`config.mk`:
```
export PLATFORM = sky130hd
export DESIGN_NAME = move_input_conditioner_flat
export DESIGN_NICKNAME = d
export VERILOG_FILES = /design/src/rtl/move_input_conditioner_if.sv /design/src/rtl/move_input_conditioner.sv /design/src/flat_wrapper.sv
export SDC_FILE = /design/constraint.sdc
export NUM_CORES = 1
export LEC_CHECK = 0
export CAP_MARGIN = 20
export CORE_MARGIN = 5
export CORE_UTILIZATION = 60
export DETAILED_ROUTE_END_ITERATION = 8
export PLACE_DENSITY = 0.85
export REMOVE_ABC_BUFFERS = 1
export SYNTH_ARGS = -nofsm -noshare
export SYNTH_HDL_FRONTEND = slang
export SYNTH_SLANG_ARGS = --single-unit
```
`constraint.sdc`:
```
create_clock -name clk -period 2.8 [get_ports clk]
set_input_delay 0.28 -clock clk [delete_from_list [all_inputs] [get_ports clk]]
set_output_delay 0.28 -clock clk [all_outputs]
set_load 0.05 [all_outputs]
```
`src/rtl/move_input_conditioner_if.sv`:
```
// Button-to-game bundle: raw direction buttons in, move pulses out.
// master drives the raw buttons, slave (the conditioner) drives the moves.
interface move_input_conditioner_if;
    logic n_raw;
    logic s_raw;
    logic e_raw;
    logic w_raw;
    logic n;
    logic s;
    logic e;
    logic w;
    logic busy;
    logic conflict;

    modport master (
        output n_raw, s_raw, e_raw, w_raw,
        input  n, s, e, w, busy, conflict
    );

    modport slave (
        input  n_raw, s_raw, e_raw, w_raw,
        output n, s, e, w, busy, conflict
    );
endinterface

```
`src/rtl/move_input_conditioner.sv`:
```
// Turns four bouncing direction buttons into single-cycle move pulses.
// Ports: clk, reset (async, active-high), io.slave (raw buttons in,
// n/s/e/w move pulses, busy and conflict out).
module move_input_conditioner #(
    parameter int SYNC_STAGES     = 2,
    parameter int DEBOUNCE_CYCLES = 16
) (
    input  logic                     clk,
    input  logic                     reset,
    move_input_conditioner_if.slave  io
);
    localparam int CW = $clog2(DEBOUNCE_CYCLES + 1);
    localparam logic [CW-1:0] LAST = CW'(DEBOUNCE_CYCLES - 1);

    typedef enum logic {IDLE, HOLD} state_t;

    // channel order: 0=n 1=s 2=e 3=w (lowest index wins)
    logic [3:0] raw;
    logic [3:0] deb;
    logic [3:0] deb_q;
    logic [3:0] rise;

    assign raw = {io.w_raw, io.e_raw, io.s_raw, io.n_raw};

    for (genvar i = 0; i < 4; i++) begin : g_ch
        logic [SYNC_STAGES-1:0] sync_q;
        logic [CW-1:0]          cnt;
        logic                   sync_x;

        assign sync_x = sync_q[SYNC_STAGES-1];

        always_ff @(posedge clk or posedge reset) begin
            if (reset) begin
                sync_q <= '0;
                cnt    <= '0;
                deb[i] <= 1'b0;
            end else begin
                sync_q <= {sync_q[SYNC_STAGES-2:0], raw[i]};
                if (sync_x == deb[i]) begin
                    cnt <= '0;
                end else if (cnt == LAST) begin
                    // level held long enough: accept it
                    deb[i] <= sync_x;
                    cnt    <= '0;
                end else begin
                    cnt <= cnt + CW'(1);
                end
            end
        end
    end

    assign rise = deb & ~deb_q;

    state_t     state;
    logic [3:0] mv;
    logic       busy_q;
    logic       conf_q;

    always_ff @(posedge clk or posedge reset) begin
        if (reset) begin
            state  <= IDLE;
            deb_q  <= '0;
            mv     <= '0;
            busy_q <= 1'b0;
            conf_q <= 1'b0;
        end else begin
            deb_q  <= deb;
            mv     <= '0;
            conf_q <= 1'b0;
            unique case (state)
                IDLE: begin
                    if (|rise) begin
                        // isolate lowest set bit = N>S>E>W priority
                        mv     <= rise & (~rise + 4'd1);
                        // more than one bit set
                        conf_q <= |(rise & (rise - 4'd1));
                        busy_q <= 1'b1;
                        state  <= HOLD;
                    end
                end
                HOLD: begin
                    if (deb == 4'd0) begin
                        busy_q <= 1'b0;
                        state  <= IDLE;
                    end
                end
            endcase
        end
    end

    assign io.n        = mv[0];
    assign io.s        = mv[1];
    assign io.e        = mv[2];
    assign io.w        = mv[3];
    assign io.busy     = busy_q;
    assign io.conflict = conf_q;
endmodule

```
`src/flat_wrapper.sv`:
```
// flat-port wrapper written by rule: the top's interface ports become plain ports
module move_input_conditioner_flat 
#(
    parameter int SYNC_STAGES     = 2,
    parameter int DEBOUNCE_CYCLES = 16
)
  (clk, reset, io_n_raw, io_s_raw, io_e_raw, io_w_raw, io_n, io_s, io_e, io_w, io_busy, io_conflict);
  move_input_conditioner_if io_i ();
  input  logic clk;
  input  logic reset;
  input wire logic [$bits(io_i.n_raw)-1:0] io_n_raw;
  input wire logic [$bits(io_i.s_raw)-1:0] io_s_raw;
  input wire logic [$bits(io_i.e_raw)-1:0] io_e_raw;
  input wire logic [$bits(io_i.w_raw)-1:0] io_w_raw;
  output wire logic [$bits(io_i.n)-1:0] io_n;
  output wire logic [$bits(io_i.s)-1:0] io_s;
  output wire logic [$bits(io_i.e)-1:0] io_e;
  output wire logic [$bits(io_i.w)-1:0] io_w;
  output wire logic [$bits(io_i.busy)-1:0] io_busy;
  output wire logic [$bits(io_i.conflict)-1:0] io_conflict;
  assign io_i.n_raw = io_n_raw;
  assign io_i.s_raw = io_s_raw;
  assign io_i.e_raw = io_e_raw;
  assign io_i.w_raw = io_w_raw;
  assign io_n = io_i.n;
  assign io_s = io_i.s;
  assign io_e = io_i.e;
  assign io_w = io_i.w;
  assign io_busy = io_i.busy;
  assign io_conflict = io_i.conflict;
  move_input_conditioner #(.SYNC_STAGES(SYNC_STAGES), .DEBOUNCE_CYCLES(DEBOUNCE_CYCLES)) u_core (.clk(clk), .reset(reset), .io(io_i));
endmodule
```
Word-level counts from Yosys, hierarchy flattened
Index checks and enable logic that the tools add are counted.
{"block": "totals", "regBits": 43, "input_bits": 6, "out_inout_bits": 6, "wordCells": 69}
{"block": "classes", "add_sub_neg": 6, "eq_ne": 10, "n_mux": 18, "bitwise": 10, "n_reduce_logical": 8}
{"operator": "2-to-1 mux 5 bit", "count": 8}
{"operator": "adder 5 x 1 -> 5 bit, second input constant", "count": 4}
{"operator": "== test 5 x 4 -> 1 bit, second input constant", "count": 4}
{"operator": "AND 4 bit", "count": 3}
{"operator": "AND reduction 2 bit", "count": 5}
{"operator": "2-to-1 mux 4 bit", "count": 2}
{"operator": "inverter 4 bit", "count": 2}
{"operator": "OR reduction 4 bit", "count": 2}
{"operator": "2-to-1 mux 1 bit", "count": 6}
{"operator": "inverter 1 bit", "count": 5}
{"operator": "adder 4 x 1 -> 4 bit, second input constant", "count": 1}
{"operator": "== test 1 bit", "count": 4}
{"operator": "zero test 4 bit", "count": 1}
{"operator": "one-hot mux 1 bit (2 select lines)", "count": 2}
{"operator": "subtractor 4 x 1 -> 4 bit, second input constant", "count": 1}
{"operator": "!= test 2 x 1 -> 1 bit, second input constant", "count": 1}
{"operator": "!= test 2 bit, second input constant", "count": 1}

Depth between registers and ports, before layout
{"block": "depth", "depth_word": 7, "ltp_mapped": 4, "depth_no_buf": 4}

Worst setup path after synthesis
No wires, ideal clock.
{"block": "synth_path", "kind": "flip-flop to flip-flop", "startpoint": "reg u_core.g_ch[1].cnt[0]", "endpoint": "reg u_core.deb[1]", "setup_time_ns": 0.125, "t_arrival_ns": 1.045, "setup_slack_ns": 1.630, "stages_incl_launch_ff": 5, "synth_period_minus_slack_ns": 1.170, "path_cell_list": "dfrtp_1 ha_1 nand3_1 nor2_1 mux2_2"}
{"block": "synth_between", "elab_chain_cells": 2}
{"element": "start: declaration", "line_no": "move_input_conditioner.sv:27", "text": "logic [CW-1:0] cnt;"}
{"element": "start signal: assignment", "line_no": "move_input_conditioner.sv:46", "text": "cnt <= cnt + CW'(1);"}
{"element": "== test 5 x 4 -> 1 bit", "line_no": "move_input_conditioner.sv:41", "text": "end else if (cnt == LAST) begin"}
{"element": "AND reduction 2 bit (no line)"}
{"element": "end signal: indexed assignment", "line_no": "move_input_conditioner.sv:43", "text": "deb[i] <= sync_x;"}
{"element": "end: declaration", "line_no": "move_input_conditioner.sv:19", "text": "logic [3:0] deb;"}
No other way between the ends.
A chain may end at the register's enable or synchronous reset.

Worst setup path after layout
{"block": "layout_path", "startpoint": "reg u_core.mv[2]", "endpoint": "out io_e"}
{"element": "start: declaration", "line_no": "move_input_conditioner.sv:55", "text": "logic [3:0] mv;"}
{"element": "start signal: assignment", "line_no": "move_input_conditioner.sv:74", "text": "mv <= rise & (~rise + 4'd1);"}
{"element": "end: declaration", "line_no": "flat_wrapper.sv:17", "text": "output wire logic [$bits(io_i.e)-1:0] io_e;"}
No word-level cell between the ends.

==> results.json <==
{
  "clk-insertion-delay-late_ps": 340,
  "p_per_area_nw_per_um2": 609.5,
  "ff2ff_setup_slack_ps": 1480,
  "crit_chain": "clkdlybuf4s50_1",
  "totalNegativeSetupSlack_ps": 0,
  "ys_types": 20,
  "p_seq_frac": 0.588,
  "p_int_uw": 881.0,
  "clockBufferDepth": 2,
  "cts_tree": "done",
  "finalCritPeriodShare": 0.6390,
  "dp_cells": 165,
  "drive_above_1_share": 0.1259,
  "nFillCells": 181,
  "cts_root_buffer": "clkbuf_4",
  "vdd_drop_max_uv": 685.5,
  "critPathBufInv": 1,
  "slew_headroom": 0.6636,
  "status": "finished, final reports clean",
  "grt_pass1_vias": 980,
  "clock_sinks": 43,
  "io-pin-count": 12,
  "cp-start-kind": "flop",
  "htree_levels": 2,
  "dp_hpwl_mm": 1.626,
  "ys_seq_area_frac": 0.6729,
  "grt_pass1_wl_mm": 4.271,
  "hold_buffers": 0,
  "critical_path_required_ps": 2520,
  "power_frac_comb": 0.058,
  "fmax_mhz": 558.9,
  "antenna_found_initial": 0,
  "critPathMaxStageDelay_ps": 800,
  "layout.cells.non_filler": 173,
  "multi_input_comb_area_sq_um": 500.5,
  "hold_violations": 0,
  "routed_wl_mm": 2.352,
  "diodes": 0,
  "overflow": 0,
  "crit_family": "buffers and inverters",
  "ys_warn_count": 0,
  "critPathKind": "flop to output pin",
  "path_clk_slew_ps": 120,
  "regArea_sq_um": 1076,
  "gp_congestion": 0.6887,
  "synth.avg_cell_area_sq_um": 13.00,
  "ys_ff_latch": 43,
  "die_y_um": 61.63,
  "switching_share": 0.2146,
  "grtUsageTotal": 0.1590,
  "area_delta_synth_final_pct": 15.10,
  "cp_max_fo": 1,
  "worstReg2RegStart": "u_core.g_ch[0].cnt[0]",
  "cpMaxStageDelayCell": "clkdlybuf4s50_1",
  "reg2reg_depth": 4,
  "drtIter0Drc": 15,
  "timing.final.max_slew_violations": 0,
  "hold_class": "primary input to async pin",
  "row_count": 18,
  "finish.utilization": 0.7297,
  "dieArea_sq_um": 3798,
  "endpoint_kind": "output pin",
  "postCtsResizedCells": 0,
  "reg2reg_to": "u_core.deb[0]",
  "cts_made_buffers": 5,
  "vias": 937,
  "wl_per_cell_um": 13.60,
  "post_cts_buffers": 0,
  "arrival_ps": 1510,
  "vias_per_cell": 5.416,
  "worstMarginPinSlew_ps": 503.0,
  "clock_skew_ps": 4.962,
  "switching_power_uw": 240.8,
  "final_nets": 152,
  "drc": 0,
  "clkPwrFrac": 0.354,
  "dr.pass1.iters": 4,
  "syn_area_sq_um": 1599,
  "hold_slack_ps": 352.0,
  "die_w_um": 61.63,
  "io_buffers": 11,
  "drv_cap": 0,
  "start_util": 0.6339,
  "p_leak_uw": 0.0009434,
  "period_needed_ps": 1789,
  "core_sq_um": 2522,
  "synth_cells": 123,
  "rsz0062_at_grt": "false",
  "drt.antenna.violating_nets": 0,
  "finalSetupViolCount": 0,
  "grt_max_degree": 44
}
==> per-stage QoR <==
step	instance area, sq um	setup slack (ps)	power [uW]
final	1841	1011	1122
after floorplan	1599	1517	712.2
after CTS	1841	978.8	1135
after global placement	1754	1399	730.5
after detailed placement	1754	1385	736.9
after global routing	1841	938.8	1172
==> cells by family after synthesis <==
logic type | synth area share
xor+xnor | 0.06573
mux | 0.02817
buf+inv | 0.01408
compound gates | 0.03755
fa+ha+maj | 0.03834
simple gates | 0.1432
flops | 0.6729
==> power by group through the flow <==
| stage | logic [uW] | registers, uW | clock network, uW |
|---|---|---|---|
| floorplan | 39.5 | 673 | 0 |
| global placement | 61.5 | 669 | 0 |
| detailed placement | 65.0 | 672 | 0 |
| CTS | 66.1 | 660 | 409 |
| global route | 74.0 | 663 | 435 |
| finish | 64.5 | 660 | 397 |
==> worst max path at each step <==
stage                              start            end  slack (ps)  cells after the start
after floorplan                    reset  u_core.deb[0]        1520                      1
after global placement    u_core.io.busy        io_busy        1400                      1
after detailed placement    u_core.mv[2]           io_e        1380                      1
after CTS                   u_core.mv[2]           io_e         980                      1
after global routing        u_core.mv[2]           io_e         940                      1
final                       u_core.mv[2]           io_e        1010                      1
==> registers in the layout, summed over array words and instances (netlist names) <==
| register | cells |
|---|---|
| u_core.deb | 4 |
| u_core.state | 1 |
| u_core.g_ch.cnt | 20 |
| u_core.g_ch.sync_q | 8 |
| u_core.mv | 4 |
| u_core.io.busy | 1 |
| u_core.deb_q | 4 |
| u_core.io.conflict | 1 |
==> cells in the mapped netlist <==
library cell	count	area share
and3_1	4	0.016
o21ai_1	4	0.013
a41o_2	1	0.0070
o21ai_0	1	0.0031
inv_1	6	0.014
mux2_2	4	0.028
dfrtp_1	43	0.67
nand2b_2	2	0.011
nand2b_1	2	0.0078
maj3_2	1	0.0070
nor2_1	19	0.045
ha_1	4	0.031
nor3b_1	1	0.0047
nand3_1	9	0.028
and2_1	6	0.023
xor2_1	12	0.066
a221oi_2	1	0.0094
a41oi_1	1	0.0055
nor4b_1	1	0.0055
nand2_1	1	0.0023
==> final cells by class <==
cell class	instances	area share
tap	30	0.02039
timing repair buffer	12	0.06390
multi-input combinational	74	0.2719
clock inverter	2	0.01903
clock buffer	6	0.02787
sequential	43	0.5846
inverter	6	0.01224
==> per-layer routing <==
layer  GRT usage  share of wire  vias to the layer above
met5           0              0                        -
met4     0.09394          0.032                        0
met3     0.04612          0.046                        9
met2      0.2676           0.52                       18
met1      0.1783           0.41                      465
li1            -              -                      445
==> cell usage in the layout, fill, tap and decap left out, drive strengths merged <==
cell           count
dfrtp             43
nor3b              1
clkbuf             6
nand3              9
buf                1
a41o               1
nor2              19
ha                 4
and3               4
clkinv             1
nor4b              1
mux2               4
maj3               1
a41oi              1
a221oi             1
inv                6
clkdlybuf4s50     11
xor2              12
bufinv             1
and2               6
nand2b             4
o21ai              5
nand2              1
No activity file was read; power rests on OpenSTA's default activity.
